[src/rtl/coeff_loader.sv]
// Coefficient memory loader: assembles a byte stream into DEPTH-bit words, writes
// them to addresses 0..WORDS-1, then reads them back and verifies an XOR checksum.
module coeff_loader #(
  parameter int DEPTH = 24,
  parameter int WORDS = 5
) (
  input  logic                     clk,
  input  logic                     reset,
  input  logic                     start,
  input  logic                     s_valid,
  input  logic [7:0]               s_data,
  output logic                     s_ready,
  output logic                     mem_ce,
  output logic                     mem_we,
  output logic [$clog2(WORDS)-1:0] mem_a,
  output logic [DEPTH-1:0]         mem_d,
  input  logic [DEPTH-1:0]         mem_q,
  output logic                     busy,
  output logic                     done,
  output logic                     err,
  output logic [DEPTH-1:0]         checksum
);

  localparam int BYTES = DEPTH / 8;
  localparam int AW    = $clog2(WORDS);
  localparam int BCW   = $clog2(BYTES + 1);

  typedef enum logic [2:0] {
    IDLE,
    LOAD,
    WRITE,
    VERIFY,
    FLUSH,
    DONE
  } state_t;

  state_t           state;
  logic [BCW-1:0]   byte_cnt;
  logic [AW-1:0]    word_cnt;
  logic [DEPTH-1:0] word;
  logic [DEPTH-1:0] readback;
  logic [DEPTH-1:0] word_next;

  // MSB-first: earlier bytes end up in the upper part of the word.
  assign word_next = (word << 8) | DEPTH'(s_data);

  // NOTE: all state and outputs live in this one clocked block and use non-blocking
  // assignments, so every output is a register and reflects the current state.
  always_ff @(posedge clk) begin
    if (reset) begin
      state    <= IDLE;
      byte_cnt <= '0;
      word_cnt <= '0;
      word     <= '0;
      readback <= '0;
      s_ready  <= 1'b0;
      mem_ce   <= 1'b0;
      mem_we   <= 1'b0;
      mem_a    <= '0;
      mem_d    <= '0;
      busy     <= 1'b0;
      done     <= 1'b0;
      err      <= 1'b0;
      checksum <= '0;
    end else begin
      // NOTE: default assignment makes done a single-cycle pulse without extra logic.
      done <= 1'b0;
      case (state)
        IDLE: begin
          if (start) begin
            state    <= LOAD;
            byte_cnt <= '0;
            word_cnt <= '0;
            checksum <= '0;
            readback <= '0;
            err      <= 1'b0;
            busy     <= 1'b1;
            s_ready  <= 1'b1;
          end
        end

        LOAD: begin
          if (s_valid) begin
            word <= word_next;
            if (byte_cnt == BCW'(BYTES - 1)) begin
              state   <= WRITE;
              s_ready <= 1'b0;
              mem_ce  <= 1'b1;
              mem_we  <= 1'b1;
              mem_a   <= word_cnt;
              mem_d   <= word_next;
            end else begin
              byte_cnt <= byte_cnt + 1'b1;
            end
          end
        end

        WRITE: begin
          checksum <= checksum ^ mem_d;
          word_cnt <= word_cnt + 1'b1;
          byte_cnt <= '0;
          mem_we   <= 1'b0;
          if (word_cnt == AW'(WORDS - 1)) begin
            state  <= VERIFY;
            mem_ce <= 1'b1;
            mem_a  <= '0;
          end else begin
            state   <= LOAD;
            mem_ce  <= 1'b0;
            s_ready <= 1'b1;
          end
        end

        VERIFY: begin
          // mem_q carries the word for the address issued in the previous cycle.
          if (mem_a != '0) readback <= readback ^ mem_q;
          if (mem_a == AW'(WORDS - 1)) begin
            state  <= FLUSH;
            mem_ce <= 1'b0;
          end else begin
            mem_a <= mem_a + 1'b1;
          end
        end

        FLUSH: begin
          readback <= readback ^ mem_q;
          err      <= (readback ^ mem_q) != checksum;
          done     <= 1'b1;
          state    <= DONE;
        end

        DONE: begin
          state <= IDLE;
          busy  <= 1'b0;
        end

        default: state <= IDLE;
      endcase
    end
  end

endmodule

[config.mk]
export PLATFORM = sky130hd
export DESIGN_NAME = coeff_loader
export DESIGN_NICKNAME = d
export VERILOG_FILES = /design/src/rtl/coeff_loader.sv
export SDC_FILE = /design/constraint.sdc
export NUM_CORES = 1
export LEC_CHECK = 0
export ABC_AREA = 1
export BUFFER_PORTS_ARGS = -buffer_cell sky130_fd_sc_hd__buf_2
export CAP_MARGIN = 40
export CORE_UTILIZATION = 27
export CTS_BUF_LIST = sky130_fd_sc_hd__clkbuf_8 sky130_fd_sc_hd__clkbuf_16
export DETAILED_ROUTE_END_ITERATION = 12
export PLACE_DENSITY = 0.57
export SYNTH_ARGS = -nofsm -noshare
export SYNTH_HDL_FRONTEND = slang
export SYNTH_SLANG_ARGS = --single-unit
[constraint.sdc]
create_clock -name clk -period 1.4 [get_ports clk]
set_input_delay 0.42 -clock clk [delete_from_list [all_inputs] [get_ports clk]]
set_output_delay 0.42 -clock clk [all_outputs]
set_load 0.01 [all_outputs]
==> results.yml <==
worst_setup_path:
  crit_arrival_ns: 1.68
  critPathKind: "reg2reg"
  slowest_delay_ns: 0.35
  cp.buffers_inverters: 4
  cp_max_fo: 19
  required_ns: 1.64
  start_kind: "flip-flop"
  crit_family: "buffers and inverters"
  slowest_stage: "dfxtp_2"
  end_kind: "flip-flop"
  worstPathCellList: "buf_12, clkinv_8, nand2_8, nor2_4, buf_6, nor2_4, buf_12, nor2_1, o21ai_2, a21oi_1"
run:
  maxCapViolCount: 0
floorplanning:
  dieArea_mm2: 0.0197
  dieWidth_um: 140
  ios: 93
  core_mm2: 0.0187
  start_util_pct: 27.6
  die_y_um: 140
  rows: 50
detailed_routing:
  vias_per_cell: 4.46
  vias: 4986
  wl_per_cell_um: 13.9
  drt_iter0_drc: 244
  routed_wl_um: 15600
  route.antenna.remaining_nets: 0
  drt-pass1-iter-count: 4
  drc: 0
pwr:
  internal_power_mw: 5.67
  irDropWorstVdd_uv: 544
  power.clock.fraction_pct: 30.0
  switchingPower_mw: 2.72
  powerDensity_mw_per_mm2: 1170
  p_sw_share_pct: 32.4
  p_leak_nw: 3.15
  power_frac_seq_pct: 41.0
  fin_total_pwr_mw: 8.39
  combPwrFrac_pct: 29.0
global_routing:
  antenna_found_initial: 0
  grt_overflow: 0
  grtUsageTotal_pct: 15.0
  grt_max_degree: 36
  grt_pass1_vias: 4313
  grt_pass1_wl_um: 22800
sta:
  max-slew-margin-rel_pct: 72.5
  rsz0062_at_grt: "true"
  slew_violations: 0
  finalCritPeriodShare_pct: 103
  fin_ws_ns: -0.0411
  min_period_ns: 1.44
  setup_viol: 22
  finalHoldWorstSlack_ns: 0.352
  hold_violations: 0
  max_freq_mhz: 694
  finClkSkew_ns: 0.00652
  worstMarginPinSlew_ns: 0.413
synthesis:
  yosysTopAreaCell: "dfxtp_1"
  synth_edf_count: 0
  synth_area_per_cell_um2: 7.05
  netlist_instances: 732
  ys_types: 35
  synth_area_mm2: 0.00516
  synth_fp_nets: 773
  synth_area_leaders: "dfxtp_1, nand2_1, inv_1"
  synth_warnings: 0
  synthArstFlopShare_pct: 0
  yosysTopAreaCellShare_pct: 40.7
  dominantRegCellSynth: "dfxtp_1"
  synth-seq-cells: 105
  yosysSeqAreaShare_pct: 40.7
cells_and_area:
  design_area_mm2: 0.00715
  syn2layout_area_growth_pct: 38.5
  nFillCells: 1945
  multi_input_area_mm2: 0.00277
  regArea_mm2: 0.00212
  drive_gt1_share_pct: 34.2
  diodes: 0
  final_common_cell: "nand2_1"
  finalNonFillerCells: 1117
  final_cell_mix: "nand2_1, inv_1, buf_2"
  fin_nets: 919
placement:
  post-place-cells: 1085
  preCtsSetupSlack_ns: -0.156
  portBuffers: 92
  placed_cell_area_mm2: 0.00624
  dp.final_hpwl_um: 11300
  gp_congestion: 0.758
clock_network:
  clkTransAtPathRegs_ns: 0.07
  clock_latency_ns: 0.34
  cts.sinks: 105
  cts_buffers: 9
  tritoncts: "done"
  htreeDepth: 3
  clk_path_buf_depth: 2
  clockRootBuffer: "clkbuf_16"
hold_path:
  hold_class: "in2reg"
run_status:
  violations: "setup timing"
  outcome: "finished, violations left"
state kept, by name, indices dropped and copies added (netlist names):
register	flops
mem_a	3
state	3
err	1
word_cnt	3
readback	24
done	1
busy	1
checksum	24
s_ready	1
byte_cnt	2
mem_we	1
mem_ce	1
word	16
mem_d	24
area by class of cell:
| cell class | instances | area share [%] |
|---|---|---|
| repair buffers | 163 | 17.1 |
| multi-input cells | 491 | 38.8 |
| flip-flops and latches | 105 | 29.7 |
| inverters | 108 | 6.23 |
| clock inverters | 4 | 0.368 |
| clock buffers | 12 | 3.73 |
| well taps | 234 | 4.10 |
routing by layer:
layer / GRT usage (%) / share of wire [%] / vias to the layer above
met5: 0 / 0 / -
met4: 5.26 / 1.7 / 0
met3: 2.46 / 3.3 / 14
met2: 23.6 / 47 / 87
met1: 20.8 / 48 / 2245
li1: - / - / 2640
worst reg2reg max path: stages, from the launching register on:
cell and delay [ns]:
dfxtp_2 0.35, buf_12 0.14, clkinv_8 0.06, nand2_8 0.07, nor2_4 0.04, buf_6 0.11, nor2_4 0.12, buf_12 0.19
nor2_1 0.08, o21ai_2 0.13, a21oi_1 0.05
per-stage QoR:
stage	util (%)	TNS [ns]
2_1_floorplan	-	0
3_3_place_gp	33.4	-0.518
3_5_place_dp	33.4	-0.956
4_1_cts	35.0	-0.296
5_1_grt	38.2	-3.06
6_report	38.2	-0.434
power groups by stage:
stage / Clock (mW) / Sequential [mW] / Combinational, mW
2_1_floorplan: 0 / 3.50 / 1.22
3_3_place_gp: 0 / 3.49 / 1.90
3_5_place_dp: 0 / 3.49 / 1.92
4_1_cts: 2.58 / 3.42 / 1.92
5_1_grt: 2.68 / 3.47 / 2.70
6_report: 2.51 / 3.44 / 2.43
cell usage after synthesis, types with 6 or more instances:
library cell  count
nand2_1         175
inv_2             6
o21ai_0          40
a21oi_1          66
clkbuf_1          7
dfxtp_1         105
nor2_1           63
inv_1           101
a21oi_2          13
buf_2            11
o21ai_1          28
buf_6             6
nand3_1          38
a211oi_1         11
xor2_1           15
cell families (layout without fill, tap and decap cells):
logic type,count (synthesis),count (layout),share of synthesized area [%]
and+or+nand+nor,301,301,25.2
AOI/OAI and AO/OA,168,168,18.7
buffers and inverters,136,287,11.3
DFF,105,105,40.7
xor gates and xnor gates,17,17,2.88
adders and majority gates,5,5,1.21
what timing repair did:
action                                  in CTS  in global routing
gates cloned                                 0                  6
hold buffers                                 0                  0
endpoints found under the setup margin      26                108
pin swaps                                    1                 33
buffers inserted                             0                 10
gates resized for setup                      3                135
path summary, 6_finish.rpt:
kind / from / to / slack (ns) / cells after the start
worst max-delay path: state[0]$_SDFFE_PP0P_ / readback[13]$_SDFFE_PP0P_ / -0.04 / 10
worst min-delay path: s_data[2] / mem_d[2]$_SDFFE_PP0P_ / 0.35 / 3
worst max register to register: state[0]$_SDFFE_PP0P_ / readback[13]$_SDFFE_PP0P_ / -0.04 / 10
worst min register to register: mem_ce$_SDFFE_PP0P_ / mem_ce$_SDFFE_PP0P_ / 0.45 / 2
No activity file was read; power rests on OpenSTA's default activity.
